## src/rtl/binary_bcd_converter.sv

```systemverilog
// Sequential binary-to-BCD converter using double dabble, one bit per clock.
// O_BCD only changes when a conversion completes, so downstream displays never see partial digits.
module binary_bcd_converter #(
  parameter int N_BITS   = 16,
  parameter int N_DIGITS = 5
) (
  input  logic                    I_CLK,
  input  logic                    I_NRESET,
  input  logic                    I_START,
  input  logic [N_BITS-1:0]       I_BINARY,
  output logic [4*N_DIGITS-1:0]   O_BCD,
  output logic                    O_BUSY,
  output logic                    O_DONE
);

  localparam int BCD_W = 4 * N_DIGITS;
  localparam int CNT_W = (N_BITS > 1) ? $clog2(N_BITS) : 1;
  localparam logic [CNT_W-1:0] LAST_ITER = CNT_W'(N_BITS - 1);

  typedef enum logic [1:0] {IDLE, SHIFT, DONE} state_t;

  state_t             state_reg;
  logic [CNT_W-1:0]   cnt_reg;
  logic [N_BITS-1:0]  shift_reg;
  logic [BCD_W-1:0]   scratch_reg;
  logic [BCD_W-1:0]   bcd_reg;
  logic               busy_reg;
  logic               done_reg;

  logic [BCD_W-1:0]   adjusted;
  logic [BCD_W-1:0]   scratch_next;

  // Per-digit add-3 correction; 4-bit adders, the range constraint keeps digits below 10.
  generate
    for (genvar gi = 0; gi < N_DIGITS; gi++) begin : g_digit
      assign adjusted[4*gi +: 4] = (scratch_reg[4*gi +: 4] >= 4'd5)
                                   ? scratch_reg[4*gi +: 4] + 4'd3
                                   : scratch_reg[4*gi +: 4];
    end
  endgenerate

  // The top scratch bit shifted out is always zero for in-range inputs.
  assign scratch_next = BCD_W'({adjusted, shift_reg[N_BITS-1]});

  always_ff @(posedge I_CLK or negedge I_NRESET) begin
    if (!I_NRESET) begin
      state_reg   <= IDLE;
      cnt_reg     <= '0;
      shift_reg   <= '0;
      scratch_reg <= '0;
      bcd_reg     <= '0;
      busy_reg    <= 1'b0;
      done_reg    <= 1'b0;
    end else begin
      case (state_reg)
        IDLE, DONE: begin
          if (I_START) begin
            shift_reg   <= I_BINARY;
            scratch_reg <= '0;
            cnt_reg     <= '0;
            state_reg   <= SHIFT;
            busy_reg    <= 1'b1;
            done_reg    <= 1'b0;
          end else begin
            state_reg   <= IDLE;
            busy_reg    <= 1'b0;
            done_reg    <= 1'b0;
          end
        end
        SHIFT: begin
          scratch_reg <= scratch_next;
          shift_reg   <= shift_reg << 1;
          cnt_reg     <= cnt_reg + 1'b1;
          if (cnt_reg == LAST_ITER) begin
            bcd_reg   <= scratch_next;
            state_reg <= DONE;
            busy_reg  <= 1'b0;
            done_reg  <= 1'b1;
          end
        end
        default: begin
          state_reg <= IDLE;
          busy_reg  <= 1'b0;
          done_reg  <= 1'b0;
        end
      endcase
    end
  end

  assign O_BCD  = bcd_reg;
  assign O_BUSY = busy_reg;
  assign O_DONE = done_reg;

endmodule

```

## config.mk

```make
export PLATFORM = sky130hd
export DESIGN_NAME = binary_bcd_converter
export DESIGN_NICKNAME = d
export VERILOG_FILES = /design/src/rtl/binary_bcd_converter.sv
export SDC_FILE = /design/constraint.sdc
export NUM_CORES = 1
export LEC_CHECK = 0
export ABC_CLOCK_PERIOD_IN_PS = 3400
export BUFFER_PORTS_ARGS = -buffer_cell sky130_fd_sc_hd__buf_2
export CAP_MARGIN = 20
export CORE_MARGIN = 1
export CORE_UTILIZATION = 50
export CTS_BUF_LIST = sky130_fd_sc_hd__clkbuf_8
export DETAILED_ROUTE_END_ITERATION = 8
export MAX_ROUTING_LAYER = met4
export PLACE_DENSITY = 0.71
export SLEW_MARGIN = 20
export SYNTH_ARGS = -nofsm -noshare
export SYNTH_HDL_FRONTEND = slang
export SYNTH_SLANG_ARGS = --single-unit
export TNS_END_PERCENT = 30
```

## constraint.sdc

```tcl
create_clock -name I_CLK -period 3.4 [get_ports I_CLK]
set_input_delay 0.34 -clock I_CLK [delete_from_list [all_inputs] [get_ports I_CLK]]
set_output_delay 0.34 -clock I_CLK [all_outputs]
set_load 0.01 [all_outputs]
```

==> flow_metrics.py <==
metrics = {
    "synth": {
        "synth_enable_flop_cells": 0,
        "syn_inst": 272,
        "synth_warnings": 0,
        "async_flop_share_pct": 100.0,
        "synth-seq-cells": 63,
        "synth_area_um2": 2985,
        "syn_nets": 302,
        "synth.distinct_cells": 30,
        "ys_seq_area_share_pct": 52.81,
        "dominantRegCellSynth": "dfrtp_1",
        "syn_avg_cell_area_um2": 10.98,
    },
    "power_and_ir_drop": {
        "powerDensity_nw_per_um2": 1030,
        "leakagePower_nw": 1.691,
        "finalPower_mw": 3.528,
        "ir_drop_mv": 0.4101,
    },
    "critical_path": {
        "path_max_fanout": 21,
        "worstPathArrival_ns": 2.28,
        "worst-path-buf-inv": 1,
        "required_ns": 3.62,
        "crit_chain": "nand2b_1 > nor2_2 > buf_4 > mux2_4",
        "max_stage_delay_ns": 0.50,
        "cp_top_family": "simple AND/OR/NAND/NOR gates",
        "startpoint_type": "flop",
        "cp_slowest_cell": "nor2_2",
        "path_class": "reg -> reg",
        "end_kind": "flop",
    },
    "sta": {
        "slew_violations": 0,
        "post-route-worst-setup-slack_ns": 1.336,
        "tightest_slew_ns": 0.7237,
        "skew_ns": 0.006425,
        "fin_crit_sh_pct": 60.71,
        "rsz0062_at_grt": "false",
        "setup_violations": 0,
        "finalCriticalPeriod_ns": 2.064,
        "finalHoldViolCount": 0,
        "tns_ns": 0,
        "fmax_ghz": 0.4845,
        "slew_headroom_pct": 51.75,
    },
    "clocking": {
        "clkSinkCount": 63,
        "cts_max_level": 3,
        "path_clk_slew_ns": 0.07,
        "cts_tree": "done",
        "numCtsBuffers": 9,
        "cts_setup_buffers": 0,
        "insertion_delay_ns": 0.33,
        "cts.path.max_buffers": 2,
        "ctsHoldBuffers": 0,
        "cts-root-buf": "clkbuf_8",
        "cts_resized": 0,
    },
    "floorplan": {
        "ios": 41,
        "initial_core_util_pct": 52.92,
        "design.die.area_um2": 6284,
        "core_um2": 5642,
        "die_h_um": 79.27,
        "row_count": 27,
        "dieWidth_um": 79.27,
    },
    "global_route": {
        "grt_pass1_vias": 2090,
        "grt_overflow_total": 0,
        "grt_pass1_wl_um": 9611,
        "grt_antenna_before_repair": 0,
        "grt_max_degree": 38,
        "grt_usage_pct": 20.74,
    },
    "finish": {
        "fillers": 469,
        "layout-drive-gt1-share_pct": 26.02,
        "seq_area_um2": 1577,
        "area_delta_synth_final_pct": 14.67,
        "nets": 344,
        "antenna_cells": 0,
        "layout_common_cells": "dfrtp_1, nand2_1, buf_2",
        "multiInputGateArea_um2": 1291,
        "utilization_pct": 60.68,
        "layout_commonest_cell": "dfrtp_1",
    },
    "drt": {
        "wirelength_um": 5550,
        "initialDrtViolationCount": 124,
        "viasPerCell": 5.445,
        "vias": 2129,
        "wl_per_cell_um": 14.19,
        "first_pass_iters": 4,
        "drtAntennaViolNets": 0,
        "drc_errors": 0,
    },
    "hold_path": {
        "hp-class": "in -> async",
    },
    "run_status": {
        "outcome": "completed",
    },
    "place": {
        "routabilityCongestion": 0.7499,
        "port_buffers": 40,
        "preCtsSetupSlack_ns": 1.333,
        "dp_hpwl_um": 3619,
    },
    "run": {
        "cap_viol_max_count": 0,
    },
}
==> worst paths after layout <==
kind                       slack, ns  depth (start not counted)            end    startpoint
max                             1.34                          4      O_BCD[18]  state_reg[1]
max in group asynchronous       2.48                          2  shift_reg[10]      I_NRESET
min in group I_CLK              0.22                          3   shift_reg[1]   I_BINARY[1]
min                             0.06                          1      O_BCD[14]      I_NRESET
max reg2reg                     1.34                          4      O_BCD[18]  state_reg[1]
min reg2reg                     0.48                          2   shift_reg[6]  shift_reg[6]
==> per-layer routing <==
metal	vias to the layer above	global-route usage (%)	part of all wire (%)
met1	1044	25.22	47
met2	43	32.84	47
li1	1033	-	-
met4	0	6.545	1.1
met3	9	6.667	4.4
met5	-	-	0
==> report_power, final <==
group / internal, mW / switching (mW)
clock network: 0.349 / 0.278
logic: 0.723 / 0.791
registers: 1.10 / 0.289
total: 2.17 / 1.36
==> through the flow <==
step           hold WS, ns  area [um2]  std cells
2_1_floorplan      0.04441        2985        272
3_3_place_gp        0.4398        3233        375
3_5_place_dp        0.4447        3233        375
4_1_cts            0.08399        3423        391
5_1_grt             0.1108        3423        391
6_report           0.06439        3423        391
==> synthesized netlist by cell type (2+ instances only) <==
master | number | share of area (%)
nand2_1 | 40 | 5.0
nand2b_1 | 2 | 0.42
nand3_1 | 6 | 1.0
inv_1 | 10 | 1.3
a22oi_1 | 15 | 3.8
xnor2_1 | 6 | 1.8
nor2_1 | 12 | 1.5
buf_2 | 5 | 0.84
a21oi_4 | 4 | 2.2
nor2b_1 | 2 | 0.42
clkbuf_1 | 3 | 0.38
nor3_1 | 5 | 0.84
nand2b_2 | 4 | 1.2
o21ai_1 | 16 | 2.7
ha_1 | 11 | 4.6
buf_4 | 5 | 1.3
dfrtp_1 | 63 | 53
a21oi_1 | 18 | 3.0
mux2i_1 | 5 | 1.7
nor3b_1 | 9 | 2.3
a22o_1 | 13 | 3.8
mux2_4 | 10 | 5.0
==> area by class of cell <==
| class | count | share of cell area (%) |
|---|---|---|
| multi-input combinational | 185 | 37.72 |
| tap | 72 | 2.632 |
| clock buffer | 10 | 4.020 |
| timing repair buffer | 45 | 6.944 |
| clock inverter | 6 | 1.535 |
| inverter | 10 | 1.096 |
| sequential | 63 | 46.05 |
==> worst register-to-register path: cells and delay by family (launching register included) <==
family                 cells  cell delay (ns)
buffers and inverters      1             0.38
flip-flops                 1             0.39
multiplexers               1             0.34
AND/OR/NAND/NOR            2             0.83
==> logic make-up after synthesis <==
group,Yosys count,share of synthesized area (%)
AOI/OAI and AO/OA,69,16.30
xor gates and xnor gates,6,1.760
adders and majority gates,11,4.610
buffers and inverters,24,4.107
DFF,63,52.81
muxes,16,7.083
and+or+nand+nor,83,13.33
Note: power is estimated with default switching activity, not from simulation.
